`config.mk`:
```
export PLATFORM = sky130hd
export DESIGN_NAME = glb_cfg_arbiter
export DESIGN_NICKNAME = d
export VERILOG_FILES = /design/src/rtl/glb_cfg_arbiter.sv
export SDC_FILE = /design/constraint.sdc
export NUM_CORES = 1
export LEC_CHECK = 0
export ABC_AREA = 1
export ABC_CLOCK_PERIOD_IN_PS = 3300
export CAP_MARGIN = 20
export CORE_MARGIN = 8
export CORE_UTILIZATION = 30
export CTS_CLUSTER_SIZE = 28
export DETAILED_ROUTE_END_ITERATION = 12
export GPL_TIMING_DRIVEN = 0
export PLACE_DENSITY = 0.71
export RECOVER_POWER = 25
export SLEW_MARGIN = 20
export SYNTH_ARGS = -nofsm -noshare
export SYNTH_HDL_FRONTEND = slang
export SYNTH_SLANG_ARGS = --single-unit
```
`constraint.sdc`:
```
create_clock -name clk -period 3.3 [get_ports clk]
set_input_delay 0.33 -clock clk [delete_from_list [all_inputs] [get_ports clk]]
set_output_delay 0.33 -clock clk [all_outputs]
set_load 0.02 [all_outputs]
```
`src/rtl/glb_cfg_arbiter.sv`:
```
// glb_cfg_arbiter: two-requester (glc, jtag) round-robin arbiter onto the GLB
// config write/read strobe interface, one transaction in flight at a time.
// Optional feature macro: GLB_CFG_ARB_TIMEOUT_EN enables the read-response
// timeout (RD_TIMEOUT cycles in RD_WAIT -> error response).
module glb_cfg_arbiter #(
    parameter int unsigned AXI_ADDR_WIDTH = 12,
    parameter int unsigned AXI_DATA_WIDTH = 32,
    parameter int unsigned RD_TIMEOUT     = 64
) (
    input  logic                        clk,
    input  logic                        reset,
    input  logic [1:0]                  req_vld,
    output logic [1:0]                  req_rdy,
    input  logic [1:0]                  req_wr,
    input  logic [2*AXI_ADDR_WIDTH-1:0] req_addr,
    input  logic [2*AXI_DATA_WIDTH-1:0] req_wdata,
    output logic [1:0]                  rsp_vld,
    output logic [AXI_DATA_WIDTH-1:0]   rsp_rdata,
    output logic                        rsp_err,
    output logic                        if_cfg_wr_en,
    output logic                        if_cfg_wr_clk_en,
    output logic [AXI_ADDR_WIDTH-1:0]   if_cfg_wr_addr,
    output logic [AXI_DATA_WIDTH-1:0]   if_cfg_wr_data,
    output logic                        if_cfg_rd_en,
    output logic                        if_cfg_rd_clk_en,
    output logic [AXI_ADDR_WIDTH-1:0]   if_cfg_rd_addr,
    input  logic [AXI_DATA_WIDTH-1:0]   if_cfg_rd_data,
    input  logic                        if_cfg_rd_data_valid
);

    typedef enum logic [2:0] {
        IDLE     = 3'd0,
        WR_ISSUE = 3'd1,
        RD_ISSUE = 3'd2,
        RD_WAIT  = 3'd3,
        RESP     = 3'd4
    } state_t;

    // Elaboration-time guard on the legal timeout range
    if (RD_TIMEOUT < 2 || RD_TIMEOUT > 1024) begin : g_bad_timeout
        $error("glb_cfg_arbiter: RD_TIMEOUT must be within 2..1024");
    end

    state_t                      state;
    state_t                      state_nxt;
    logic                        own_q;      // requester owning the transaction
    logic                        prio_q;     // requester favoured when both are valid
    logic                        gnt;
    logic                        hs;
    logic                        sel_wr;
    logic [AXI_ADDR_WIDTH-1:0]   sel_addr;
    logic [AXI_DATA_WIDTH-1:0]   sel_wdata;
    logic [AXI_DATA_WIDTH-1:0]   rsp_rdata_nxt;

`ifdef GLB_CFG_ARB_TIMEOUT_EN
    localparam int unsigned CW = (RD_TIMEOUT > 1) ? $clog2(RD_TIMEOUT) : 1;

    logic [CW-1:0] to_cnt;
    logic          to_hit;
    logic          rsp_err_nxt;

    assign to_hit = (state == RD_WAIT) && (to_cnt == CW'(RD_TIMEOUT - 1));

    // Count cycles spent in RD_WAIT; cleared in every other state
    always_ff @(posedge clk or posedge reset) begin
        if (reset) begin
            to_cnt <= '0;
        end else if (state == RD_WAIT) begin
            to_cnt <= to_cnt + CW'(1);
        end else begin
            to_cnt <= '0;
        end
    end

    // Registered error flag of the response
    always_ff @(posedge clk or posedge reset) begin
        if (reset) begin
            rsp_err <= 1'b0;
        end else begin
            rsp_err <= rsp_err_nxt;
        end
    end
`else
    assign rsp_err = 1'b0;
`endif

    // State register
    always_ff @(posedge clk or posedge reset) begin
        if (reset) begin
            state <= IDLE;
        end else begin
            state <= state_nxt;
        end
    end

    // Round-robin grant, combinational ready in IDLE, next state and response data
    always_comb begin
        state_nxt     = state;
        req_rdy       = 2'b00;
        hs            = 1'b0;
        rsp_rdata_nxt = '0;
`ifdef GLB_CFG_ARB_TIMEOUT_EN
        rsp_err_nxt   = 1'b0;
`endif
        gnt       = (req_vld == 2'b11) ? prio_q : req_vld[1];
        sel_wr    = gnt ? req_wr[1] : req_wr[0];
        sel_addr  = gnt ? req_addr[2*AXI_ADDR_WIDTH-1:AXI_ADDR_WIDTH]
                        : req_addr[AXI_ADDR_WIDTH-1:0];
        sel_wdata = gnt ? req_wdata[2*AXI_DATA_WIDTH-1:AXI_DATA_WIDTH]
                        : req_wdata[AXI_DATA_WIDTH-1:0];
        case (state)
            IDLE: begin
                if (req_vld != 2'b00) begin
                    req_rdy   = {gnt, ~gnt};
                    hs        = 1'b1;
                    state_nxt = sel_wr ? WR_ISSUE : RD_ISSUE;
                end
            end
            WR_ISSUE: state_nxt = RESP;
            RD_ISSUE, RD_WAIT: begin
                if (if_cfg_rd_data_valid) begin
                    state_nxt     = RESP;
                    rsp_rdata_nxt = if_cfg_rd_data;
                end
`ifdef GLB_CFG_ARB_TIMEOUT_EN
                else if (to_hit) begin
                    state_nxt   = RESP;
                    rsp_err_nxt = 1'b1;
                end
`endif
                else if (state == RD_ISSUE) begin
                    state_nxt = RD_WAIT;
                end
            end
            RESP:    state_nxt = IDLE;
            default: state_nxt = IDLE;
        endcase
    end

    // Request capture and registered GLB strobes / response outputs
    always_ff @(posedge clk or posedge reset) begin
        if (reset) begin
            own_q            <= 1'b0;
            prio_q           <= 1'b0;
            if_cfg_wr_addr   <= '0;
            if_cfg_wr_data   <= '0;
            if_cfg_rd_addr   <= '0;
            if_cfg_wr_en     <= 1'b0;
            if_cfg_wr_clk_en <= 1'b0;
            if_cfg_rd_en     <= 1'b0;
            if_cfg_rd_clk_en <= 1'b0;
            rsp_vld          <= 2'b00;
            rsp_rdata        <= '0;
        end else begin
            if (hs) begin
                own_q  <= gnt;
                prio_q <= ~gnt;
                if (sel_wr) begin
                    if_cfg_wr_addr <= sel_addr;
                    if_cfg_wr_data <= sel_wdata;
                end else begin
                    if_cfg_rd_addr <= sel_addr;
                end
            end
            if_cfg_wr_en     <= (state_nxt == WR_ISSUE);
            if_cfg_wr_clk_en <= (state_nxt == WR_ISSUE) || (state == WR_ISSUE);
            if_cfg_rd_en     <= (state_nxt == RD_ISSUE);
            if_cfg_rd_clk_en <= (state_nxt == RD_ISSUE) || (state_nxt == RD_WAIT);
            rsp_vld          <= (state_nxt == RESP) ? {own_q, ~own_q} : 2'b00;
            rsp_rdata        <= rsp_rdata_nxt;
        end
    end

endmodule

```
* After elaboration in Yosys (flattened, before gate mapping)
Cells that the tools add are included.
** Storage, ports and cells
- Bits in registers :: 99
- Input port bits :: 127
- Output and inout port bits :: 97
- Logic and storage cells :: 46
** Cells by class
- Equality and inequality tests :: 8
- Muxes and demuxes :: 16
- Bitwise gates (word level) :: 3
- Reductions and logical operators :: 7
** Operator list (count)
- $mux 32 :: 3
- $eq 3x2->1 const B :: 4
- $mux 12 :: 1
- $mux 3 :: 3
- $pmux 3 s3 :: 1
- $mux 2 :: 4
- $eq 3x1->1 const B :: 2
- $mux 1 :: 4
- $reduce_and 2->1 :: 2
- $eq 3x3->1 const B :: 1
- $logic_not 3->1 :: 1
- $not 1->1 :: 3
- $eq 2x2->1 const B :: 1
- $logic_or 1x1->1 :: 2
- $reduce_bool 2->1 :: 1
- $reduce_or 2->1 :: 1

* Logic depth before layout (Yosys ltp)
Gate-level depths: netlist of the first run.
- Depth after elaboration :: 8
- Gate-level depth with buffers :: 9
- Depth with buffers taken out :: 8

* Least setup slack after synthesis of the first run
OpenSTA, ideal clock, no wires.
- Path kind :: reg2out
- From :: reg prio_q
- To :: out req_rdy[1]
- Data arrival time :: 1.105 ns
- Required time :: 2.970 ns
- Slack :: 1.865 ns
- Stages on the path, launching flop included :: 7
- Path buffers :: 2
- Path through :: dfrtp_1 inv_1 nand2_1 nand2_1 buf_2 buf_2 nor2_1
** Between the ends
- Word-level cells in the longest chain between the ends :: 3
** Ends and longest elaborated chain
- start: declaration :: RTL line 47 : logic prio_q;
- start signal: assignment :: RTL line 157 : prio_q <= ~gnt;
- $mux 1 :: RTL line 105 : gnt = (req_vld == 2'b11) ? prio_q : req_vld[1];
- $mux 2 :: RTL line 113 : if (req_vld != 2'b00) begin
- $mux 2 :: RTL line 111 : case (state)
- end: declaration :: RTL line 13 : output logic [1:0] req_rdy,
No other way between the ends.

* Worst setup path after layout of the first run
- From :: in req_vld[0]
- To :: out req_rdy[0]
** Between the ends
- Word-level cells in the longest chain between the ends :: 5
- Elaborated cells between the ends (all ways) :: 6
- Those cells by class :: eq/ne (1); mux (3); bitwise (1); reduce/logical (1)
** Ends and longest elaborated chain
- start: declaration :: RTL line 12 : input logic [1:0] req_vld,
- $eq 2x2->1 :: RTL line 105
- $mux 1 :: RTL line 105
- $not 1->1 :: RTL line 114 : req_rdy = {gnt, ~gnt};
- $mux 2 (*) :: RTL line 113
- $mux 2 (*) :: RTL line 111
Mark *: on every way between the ends. The rest lies on a longest branch, timed or not.

==> results.py, run 1 <==
metrics = {
    "worst_setup_path": {
        "cp_slowest_cell": "clkdlybuf4s50_1",
        "worstSetupEndpointType": "output pin",
        "r2r-end": "if_cfg_wr_addr[8]",
        "crit_top_cell": "nand2_1",
        "worst-path-buf-inv": 5,
        "critPathLaunchType": "primary input",
        "cp_slowest_stage_delay_ns": 0.63,
        "path_max_fanout": 10,
        "r2r_slack_ns": 1.68,
        "r2r_cells": 6,
        "r2r-start": "state[0]",
        "path_cells": "clkdlybuf4s50_1 > nand2_1 > nand2_1 > buf_2 > buf_2 > nand2_1 > inv_1 > clkdlybuf4s50_1",
        "critPathTopFamily": "buffers and inverters",
        "critPathKind": "in2out",
        "cp_data_arrival_time_ns": 2.33,
        "worstPathRequired_ns": 2.97,
    },
    "cells_and_area": {
        "layout-drive-gt1-share_pct": 5.24,
        "fillers": 1399,
        "fin_nets": 904,
        "final_cell_area_um2": 7120,
        "area_delta_synth_final_pct": 63.6,
        "diodes": 0,
        "post-route-util_pct": 49.6,
    },
    "placement": {
        "place_worst_setup_slack_ns": 0.611,
        "dpl.hpwl_mm": 12.0,
        "gp_congestion": 0.795,
        "place_area_um2": 6830,
        "io_buffer_count": 221,
    },
    "detailed_routing": {
        "drt_wl_total_mm": 15.5,
        "first_iter_violations": 177,
        "ant_nets": 0,
        "post_drt_via_cell_ratio": 4.49,
        "drc_errors": 0,
        "drt_first_pass_iters": 4,
        "wire_per_inst_um": 16.1,
        "vias": 4337,
    },
    "clock_network": {
        "clockRootBuffer": "clkbuf_16",
        "cts_setup_buffers": 0,
        "numCtsBuffers": 9,
        "post_cts_resized": 0,
        "clock_sinks": 99,
        "postCtsHoldBufs": 0,
        "clock_latency_ns": 0.34,
        "htree_levels": 3,
        "clk_pin_slew_ns": 0.07,
        "clockBufferDepth": 2,
        "cts_tree": "built",
    },
    "sta": {
        "finalSetupTns_ns": 0,
        "fin_crit_ns": 2.66,
        "worstMarginPinSlew_ns": 2.08,
        "post-route-period-util_pct": 80.6,
        "setup_viol": 0,
        "hold_viol_final": 0,
        "fmax_ghz": 0.376,
        "rsz0062_at_grt": "false",
        "worst_slack_ns": 0.640,
        "slew_violations": 52,
        "fin_skew_ns": 0.00754,
        "slew_headroom_pct": -39.0,
    },
    "worst_hold_path": {
        "hold_start": "if_cfg_rd_data_valid",
        "hold_class": "in2reg",
        "hold_end": "rsp_rdata[31]",
        "hold_depth": 3,
    },
    "power_and_ir_drop": {
        "p_per_area_nw_per_um2": 770,
        "vdd_drop_max_mv": 0.354,
        "p_leak_uw": 0.00350,
        "p_total_uw": 5480,
    },
    "yosys": {
        "synth_flop_cell": "dfrtp_1",
        "syn_avg_cell_area_um2": 8.00,
        "ys.warnings.count": 0,
        "yosys-top-cells-area": "dfrtp_1, nand2_1, nand3_1, nor2_1, buf_2",
        "async_flop_share_pct": 100,
        "synthCells": 544,
        "synth_area_um2": 4350,
        "synth_fp_nets": 671,
        "synth_commonest_cells": "nand2_1, nand3_1, dfrtp_1, nor2_1, buf_2",
        "synth.yosys.seq_area_share_pct": 56.9,
        "ys_types": 18,
        "synth_edf_count": 0,
        "yosysMostFrequentCell": "nand2_1",
        "yosys.area.top_type": "dfrtp_1",
        "yosysTopAreaCellShare_pct": 56.9,
        "ys_ff_latch": 99,
    },
    "status": {
        "violations": "capacitance limit, slew limit",
        "status": "finished with violations",
    },
    "global_route": {
        "grt_max_degree": 53,
        "grt_pass1_wl_mm": 24.3,
        "grt_usage_pct": 16.8,
        "grt_pass1_vias": 4356,
        "antenna_found_initial": 0,
        "grt-ovfl-total": 0,
    },
    "floorplan": {
        "coreArea_um2": 14400,
        "die_h_um": 136,
        "io_pins": 224,
        "fp-row-count": 44,
        "initial_utilization_pct": 30.3,
        "fp.dieArea_um2": 18600,
        "die_w_um": 136,
    },
    "flow_run": {
        "drv_cap": 1,
    },
}
-- tightest hold or removal path, delay by kind of cell --
family                 cells  cell delay, ns
buffers and inverters      1            0.18
and+or+nand+nor            2            0.14
-- power by group --
part,internal (µW),switching (µW),leakage (µW)
Sequential,1610,187,0.00130
Clock,598,480,0.000145
Combinational,1100,1520,0.00205
Total,3300,2180,0.00350
-- placed cells by master, fill, tap and decap left out --
cell and instances:
nor2_4 1, nand2_2 1, clkinv_2 1, clkbuf_16 9, inv_8 1, o21bai_1 1
inv_6 2, nor2_1 38, buf_2 15, buf_1 7, o21ai_1 1, buf_6 3
buf_4 4, nand3_1 104, bufinv_16 1, buf_16 1, o21ai_0 3, clkinv_1 1
nand2_1 243, dlygate4sd3_1 1, dfrtp_1 99, inv_2 1, inv_1 10, clkdlybuf4s50_1 220
conb_1 1, clkbuf_1 12, clkinvlp_4 1
-- layer usage --
layer	share of wire (%)	track usage, %
met5	0	0
met4	1.4	5.19
met1	41	20.6
met3	6.1	3.88
met2	51	28.6
-- kinds of logic (layout without fill, tap and decap cells) --
logic type | Yosys count | after routing | share of synthesized area (%)
simple gates | 387 | 387 | 36.6
other cells | 1 | 1 | 0.0861
compound gates | 5 | 5 | 0.632
buf+inv | 52 | 290 | 5.78
flops | 99 | 99 | 56.9
-- state kept, by name (all words and copies together) (netlist names) --
register	count
prio_q	1
rsp_rdata	32
if_cfg_rd_addr	12
state	3
rsp_vld	2
if_cfg_wr_en	1
if_cfg_wr_addr	12
if_cfg_rd_en	1
if_cfg_wr_data	32
if_cfg_wr_clk_en	1
if_cfg_rd_clk_en	1
own_q	1
-- metrics by stage --
| stage | hold slack (ns) | cells |
|---|---|---|
| 6_report | 0.351 | 966 |
| 5_1_grt | 0.390 | 966 |
| 4_1_cts | 0.354 | 966 |
| 3_5_place_dp | 0.412 | 950 |
| 3_3_place_gp | 0.410 | 949 |
| 2_1_floorplan | 0.401 | 544 |
-- worst max path at each step --
| stage | startpoint | end | cells after the start | slack [ns] |
|---|---|---|---|---|
| 3_5_place_dp | req_vld[0] | req_rdy[0] | 8 | 0.61 |
| 4_1_cts | req_vld[0] | req_rdy[0] | 8 | 0.61 |
| 3_3_place_gp | reset | if_cfg_wr_data[10] | 2 | -1.28 |
| 2_1_floorplan | reset | if_cfg_rd_addr[0] | 1 | 0.38 |
| 5_1_grt | reset | if_cfg_wr_data[9] | 2 | 0.44 |
| 6_report | req_vld[0] | req_rdy[0] | 8 | 0.64 |
-- area by class of cell --
class / count / area [µm²] / area share (%)
repair buffers: 222 / 2240 / 31.4
well taps: 184 / 230 / 3.23
inverters: 12 / 45.0 / 0.632
plain buffers: 40 / 206 / 2.90
clock inverters: 6 / 71.3 / 1.00
flip-flops and latches: 99 / 2480 / 34.8
clock buffers: 10 / 229 / 3.21
multi-input cells: 393 / 1620 / 22.8
(Power assumes the default switching activity.)
==> inputs of run 2 (changes only) <==
ABC_CLOCK_PERIOD_IN_PS = 2500   (was 3300)
clock period = 2.5 ns   (was 3.3 ns; I/O delays follow)
==> run 2 against run 1 <==
The run now ends clean. Power grew 32%. Final cell count grew 0.31%. Critical path depth shrank 1. Die area is the same. Core utilization grew 0.28 points. Combinational power grew 32%. Clock-buffer cell count grew 1.
==> results.py, run 2 (synthesis results as in run 1) <==
metrics = {
    "sta": {
        "hold_viol_final": 0,
        "rsz0062_at_grt": "false",
        "fin_skew_ns": 0.00358,
        "post-route-period-util_pct": 92.2,
        "setup_viol": 0,
        "whs_ns": 0.275,
        "fin_crit_ns": 2.30,
        "fmax_ghz": 0.434,
        "slew_violations": 0,
        "slew_headroom_pct": 9.84,
        "worstMarginPinSlew_ns": 1.35,
    },
    "clock_network": {
        "postCtsHoldBufs": 0,
        "clockBufferDepth": 2,
        "clock_latency_ns": 0.34,
        "clk_pin_slew_ns": 0.07,
        "cts_setup_buffers": 0,
        "numCtsBuffers": 9,
        "cts_tree": "built",
        "clockRootBuffer": "clkbuf_16",
        "htree_levels": 3,
        "clock_sinks": 99,
        "post_cts_resized": 1,
    },
    "power_and_ir_drop": {
        "p_per_area_nw_per_um2": 1010,
        "vdd_drop_max_mv": 0.416,
        "p_leak_uw": 0.00353,
        "p_total_uw": 7260,
    },
    "cells_and_area": {
        "fin_nets": 906,
        "area_delta_synth_final_pct": 64.6,
        "layout-drive-gt1-share_pct": 5.48,
        "fillers": 1385,
        "reg_top3": "if_cfg_wr_data x32, rsp_rdata x32",
        "final_cell_area_um2": 7160,
        "final-instance-count-excl-fill": 969,
        "final_common_cell": "nand2_1",
        "final_cell_mix": "nand2_1, clkdlybuf4s50_1, nand3_1",
        "post-route-util_pct": 49.9,
    },
    "flow_run": {
        "drv_cap": 0,
    },
    "detailed_routing": {
        "first_iter_violations": 180,
        "drt_wl_total_mm": 15.5,
        "vias": 4278,
        "post_drt_via_cell_ratio": 4.41,
        "drc_errors": 0,
        "wire_per_inst_um": 16.0,
        "drt_first_pass_iters": 4,
        "ant_nets": 0,
    },
    "global_route": {
        "antenna_found_initial": 1,
        "grt_pass1_wl_mm": 23.9,
        "grt_usage_pct": 16.6,
        "grt_pass1_vias": 4304,
        "grt_max_degree": 35,
        "grt-ovfl-total": 0,
    },
    "worst_setup_path": {
        "path_max_fanout": 10,
        "worstPathRequired_ns": 2.25,
        "critPathKind": "reg2out",
        "critPathLaunchType": "flop",
        "worstSetupEndpointType": "output pin",
        "cp_data_arrival_time_ns": 2.05,
    },
    "worst_hold_path": {
        "hold_class": "in2reg",
    },
    "placement": {
        "io_buffer_count": 221,
        "gp_congestion": 0.792,
        "dp_cells": 952,
        "dpl.hpwl_mm": 12.1,
        "place_area_um2": 6860,
    },
    "floorplan": {
        "die_h_um": 136,
        "fp-row-count": 44,
        "coreArea_um2": 14400,
        "io_pins": 224,
        "initial_utilization_pct": 30.3,
        "fp.dieArea_um2": 18600,
        "die_w_um": 136,
    },
    "status": {
        "status": "completed",
    },
}
[run 2: per-stage QoR]
step	setup TNS [ns]	setup WS, ns
after floorplan	0	1.07
after global placement	-1.37	-0.0187
after detailed placement	-0.00486	-0.00486
after CTS	0	0.0180
after global routing	0	0.0648
final	0	0.196
[run 2: path summary, 6_finish.rpt]
check                      slack [ns]            startpoint  cells past startpoint           endpoint
setup reg to reg                 0.89              state[0]                      6  if_cfg_wr_addr[8]
hold reg to reg                  0.42                 own_q                      1         rsp_vld[0]
setup / recovery                 0.20                prio_q                      7         req_rdy[1]
max in group asynchronous        0.41                 reset                      4  if_cfg_wr_addr[2]
min in group asynchronous        0.31                 reset                      2       rsp_rdata[0]
hold / removal                   0.27  if_cfg_rd_data_valid                      3      rsp_rdata[31]
[run 2: final cells by class]
type / count / area, µm² / share of cell area [%]
plain buffers: 40 / 211 / 2.95
diodes: 1 / 2.50 / 0.0349
clock buffers: 11 / 243 / 3.39
flip-flops and latches: 99 / 2480 / 34.6
well taps: 184 / 230 / 3.21
clock inverters: 5 / 70.1 / 0.978
inverters: 12 / 46.3 / 0.646
multi-input cells: 393 / 1620 / 22.7
repair buffers: 224 / 2260 / 31.5
[run 2: layer usage]
layer	routed length [µm]	part of all wire, %	up-vias	GRT usage (%)
met4	246	1.6	0	5.98
met5	0	0	-	0
li1	-	-	2177	-
met1	6780	44	1970	21.1
met2	7630	49	116	27.2
met3	876	5.6	15	3.81
[run 2: critical path, cell delays in order, from the launching register on]
cell	delay [ns]
dfrtp_1	0.33
inv_1	0.05
nand2_1	0.07
nand2_1	0.08
clkbuf_4	0.20
buf_4	0.20
nor2_1	0.13
clkdlybuf4s50_1	0.65
[run 2: power breakdown]
part           internal (µW)  switching (µW)  total, µW
combinational           1450            1990       3440
clock                    822             634       1460
sequential              2120             241       2360
==> edit 1: new RTL, settings of run 2 <==
`rsp_rdata` no longer has a reset.
--- a/src/rtl/glb_cfg_arbiter.sv
+++ b/src/rtl/glb_cfg_arbiter.sv
@@ -152,3 +152,2 @@
             rsp_vld          <= 2'b00;
-            rsp_rdata        <= '0;
         end else begin
@@ -169,4 +168,7 @@
             rsp_vld          <= (state_nxt == RESP) ? {own_q, ~own_q} : 2'b00;
-            rsp_rdata        <= rsp_rdata_nxt;
         end
+    end
+
+    always_ff @(posedge clk) begin
+        rsp_rdata <= rsp_rdata_nxt;
     end
Behaviour: differs if reset is asserted again (counterexample within 4 cycles, from zero or initial values and one cycle with reset high); with reset held inactive, the same outputs for 10 cycles.
==> edit 1 against run 2 <==
The run now ends with max-capacitance violations, max-slew violations left. Design area down 3.0%. Utilization grew 0.79 points. Setup slack lost 0.0020 ns. Sequential cell count unchanged. Area after synthesis down 4.0%. Power shrank 2.6%. Wire length is 5.5% lower. Critical path type unchanged. Critical endpoint unchanged. Largest power group unchanged.
==> edit 1: results (changes against run 2) <==
metric,value,unit,change
Synth area leaders,"dfrtp_1, nand2_1, dfxtp_1",,
Worst-Margin Slew,1.58,ns,+0.225 ns
placed cell count,943,,-0.95%
DR vias,4205,,-1.7%
CTS Buffer Depth,2,,unchanged
failing checks,"max-capacitance violations, max-slew violations",,
Peak VDD IR,0.486,mV,+17%
static leakage power,3.45,nW,-2.2%
post-synthesis sequential area ratio,55.5,%,-1.4 points
Clock Latency Late Sink,0.34,ns,about the same
cell count after synthesis,540,,-0.74%
Hold Path End,rsp_rdata[4],,
layout cells sized above 1,5.39,%,-0.093 points
"Distinct cells, synth",17,,-1
RePlAce Congestion,0.775,,-2.1%
prevailing post-synth register cell,dfrtp_1,,
status,finished with violations,,
critical path's slowest cell,clkdlybuf4s50_1,,
largest net degree at the start of global routing,36,,+2.9%
initial DRC count,139,,-23%
n_diodes,0,,-1
Max-cap violations,1,,+1
root buffer cell,clkbuf_16,,
"Net count, final",901,,-0.55%
hold buffers post-CTS,0,,unchanged
initial antenna violation count,0,,-1
flop2flop setup slack,0.92,ns,+0.03 ns
port bufs,222,,+0.45%
Max Transition Viols Final,33,,+33
DPL Wire Length,11.5,mm,-4.6%
H-tree depth,3,,unchanged
first-pass GRT wire length,22.7,mm,-4.9%
Top delay family on crit path,buffers and inverters,,
top cells by instance count after synthesis,"nand2_1, nand3_1, dfrtp_1",,
gr usage total,16.2,%,-0.45 points
Power Total,7.07,mW,-2.6%
post-route clock skew,0.00903,ns,+0.00545 ns
post-DR vias/cell,4.38,,-0.68%
hold_sp,if_cfg_rd_data[4],,
Post-Syn Nets,667,,-0.60%
async set-or-reset flop fraction in the synthesized netlist,67.7,%,-32 points
final wirelength,14.7,mm,-5.5%
DP Area,6650,um^2,-3.1%
R2R Path End,if_cfg_wr_addr[9],,
Final ANT Viol Nets,0,,unchanged
-- edit 1: worst register-to-register path: cells and delay by family, from the launching register on --
| kind | cells | cell delay (ns) |
|---|---|---|
| AND/OR/NAND/NOR | 5 | 0.74 |
| buffers and inverters | 1 | 0.40 |
| flip-flops | 1 | 0.38 |
-- edit 1: power by group --
part	total (mW)	leakage, nW	internal (mW)	switching, mW
clock	1.36	0.146	0.723	0.633
combinational	3.37	2.19	1.45	1.92
sequential	2.35	1.12	2.12	0.232
total	7.07	3.45	4.28	2.79
-- edit 1: timing repair --
action,CTS,global route
setup endpoints to repair,1,1
setup buffers,0,0
hold endpoints to repair,0,0
gates resized for setup,2,2
-- edit 1: cell type report --
type                            instances  area [um^2]
Buffer                                 36          199
Clock inverter                          6         52.6
Inverter                               44          166
Tap cell                              180          225
Sequential cell                        99         2320
Multi-Input combinational cell        361         1500
Timing Repair Buffer                  223         2240
Clock buffer                           10          239
Fill cell                            1332         6770
-- edit 1: worst max path at each step --
stage / from / endpoint / slack [ns]
after detailed placement: req_vld[0] / req_rdy[0] / 0.003
after floorplan: reset / if_cfg_rd_addr[0] / 0.57
final: prio_q / req_rdy[1] / 0.19
after global placement: reset / if_cfg_rd_addr[0] / -0.70
after CTS: state[0] / req_rdy[0] / 0.02
after global routing: prio_q / req_rdy[1] / 0.04
-- edit 1: cell families after synthesis --
kind of cell | share of synthesized area (%)
AOI/OAI and AO/OA | 0.659
buffers and inverters | 8.54
and+or+nand+nor | 35.3
other | 0.0898
DFF | 55.5
-- edit 1: per-stage QoR --
stage	setup WS, ns	setup TNS (ns)	util, %	hold WS (ns)
after floorplan	0.567	0	-	0.341
after global placement	-0.702	-46.51	48.3	0.408
after global routing	0.0375	0	50.6	0.410
after CTS	0.0232	0	50.6	0.275
after detailed placement	0.00262	0	48.5	0.412
final	0.194	0	50.6	0.423
-- edit 1: routing by layer --
layer	vias to the layer above	GRT usage, %	routed length (um)
met5	-	0	0
met4	0	6.24	317
met3	19	7.93	1730
met2	160	25.8	6840
met1	1886	18.2	5800
li1	2140	-	-
==> edit 2: new RTL, config.mk and constraints of run 2 <==
Without the edit above. `AXI_DATA_WIDTH`: 32 -> 24.
--- a/src/rtl/glb_cfg_arbiter.sv
+++ b/src/rtl/glb_cfg_arbiter.sv
@@ -6,3 +6,3 @@
     parameter int unsigned AXI_ADDR_WIDTH = 12,
-    parameter int unsigned AXI_DATA_WIDTH = 32,
+    parameter int unsigned AXI_DATA_WIDTH = 24,
     parameter int unsigned RD_TIMEOUT     = 64
Ports: changed (resized if_cfg_rd_data, if_cfg_wr_data, req_wdata and rsp_rdata); port bits go from 224 to 184. The function was not compared with the original's and may differ.
==> edit 2 against run 2 <==
The flow now finishes with violations (max-capacitance violations, max-slew violations). Critical path type unchanged. Area after synthesis shrank 16%. Clock skew increased by 0.0044 ns. Design area shrank 16%. Sequential cell count decreased by 16. Non-clock buffer count decreased by 51. Power shrank 14%. Die area fell by 14%. Largest power group unchanged. Setup slack worse by 0.0039 ns. Wire length is 21% lower.
==> edit 2: results (changes against run 2) <==
metric,value,unit,change
Crit Path Max Fanout,19,,+9
Crit path largest cell delay,0.62,ns,-0.03 ns
H-tree depth,3,,unchanged
Worst-path clk slew,0.06,ns,
DR vias,3648,,-15%
largest net degree at the start of global routing,46,,+31%
Synth area leaders,"dfrtp_1, nand2_1, nand3_1",,
gr usage total,15.6,%,-1.0 points
prevailing post-synth register cell,dfrtp_1,,
post-CTS sizing,0,,-1
RePlAce Congestion,0.808,,+2.1%
Initial DRT Pass Iterations,4,,unchanged
Peak VDD IR,0.387,mV,-7.0%
"Net count, final",751,,-17%
CTS buffer count,9,,unchanged
layout cells sized above 1,5.97,%,+0.49 points
initial DRC count,204,,+13%
initial antenna violation count,0,,-1
"Distinct cells, synth",19,,+1
top cells by instance count after synthesis,"nand2_1, nand3_1, dfrtp_1",,
post-synthesis compound-gate area fraction,0.753,%,+0.12 points
static leakage power,2.95,nW,-16%
Max-cap violations,1,,+1
hold crit path type,primary input to flip-flop,,
port bufs,181,,-18%
Max Transition Viols Final,39,,+39
n_diodes,0,,-1
Top Registers,"if_cfg_wr_data x24, rsp_rdata x24",,
adder-cell share of the synthesized area,0,%,unchanged
DPL Wire Length,9.76,mm,-19%
post-route clock skew,0.00801,ns,+0.00443 ns
status,finished with violations,,
# fillers,1160,,-16%
first-pass GRT wire length,20.1,mm,-16%
failing checks,"max-capacitance violations, max-slew violations",,
final wirelength,12.3,mm,-21%
reg2reg start,prio_q,,
post-synthesis sequential area ratio,56.8,%,-0.083 points
vias in the first global route,3951,,-8.2%
[edit 2: per-stage QoR]
| stage | std cells | util, % | setup WS (ns) | cell area, um^2 | power (mW) |
|---|---|---|---|---|---|
| floorplan | 456 | - | 0.113 | 3650 | 3.48 |
| CTS | 800 | 50.2 | 0.0443 | 6000 | 6.37 |
| finish | 800 | 50.2 | 0.192 | 6000 | 6.28 |
| detailed placement | 785 | 47.5 | -0.0365 | 5680 | 4.91 |
| global route | 800 | 50.2 | 0.0482 | 6000 | 6.69 |
| global placement | 784 | 47.2 | -1.17 | 5650 | 4.84 |
[edit 2: final cells by class]
type	count	share of cell area (%)
Multi-Input combinational cell	329	22.8
Buffer	31	2.67
Clock buffer	11	4.04
Clock inverter	5	1.42
Sequential cell	83	34.6
Inverter	12	0.750
Tap cell	147	3.06
Timing Repair Buffer	182	30.6
[edit 2: worst paths after layout]
path / depth (start not counted) / to / slack (ns)
max in group asynchronous: 2 / state[0] / 0.77
setup / recovery: 7 / req_rdy[0] / 0.19
hold reg to reg: 1 / rsp_vld[0] / 0.43
setup reg to reg: 9 / if_cfg_wr_data[9] / 0.92
min in group asynchronous: 2 / if_cfg_wr_data[8] / 0.83
hold / removal: 3 / rsp_rdata[15] / 0.33
[edit 2: where the power goes]
| part | total (mW) | internal, mW | switching [mW] |
|---|---|---|---|
| combinational | 2.82 | 1.21 | 1.62 |
| clock | 1.43 | 0.908 | 0.525 |
| sequential | 2.02 | 1.79 | 0.231 |
| total | 6.28 | 3.90 | 2.37 |
[edit 2: metal layers]
| metal | track usage (%) | wire (um) |
|---|---|---|
| met3 | 6.45 | 1080 |
| met5 | 0 | 0 |
| met1 | 18.1 | 5260 |
| met2 | 26.4 | 5920 |
| met4 | 3.75 | 75 |
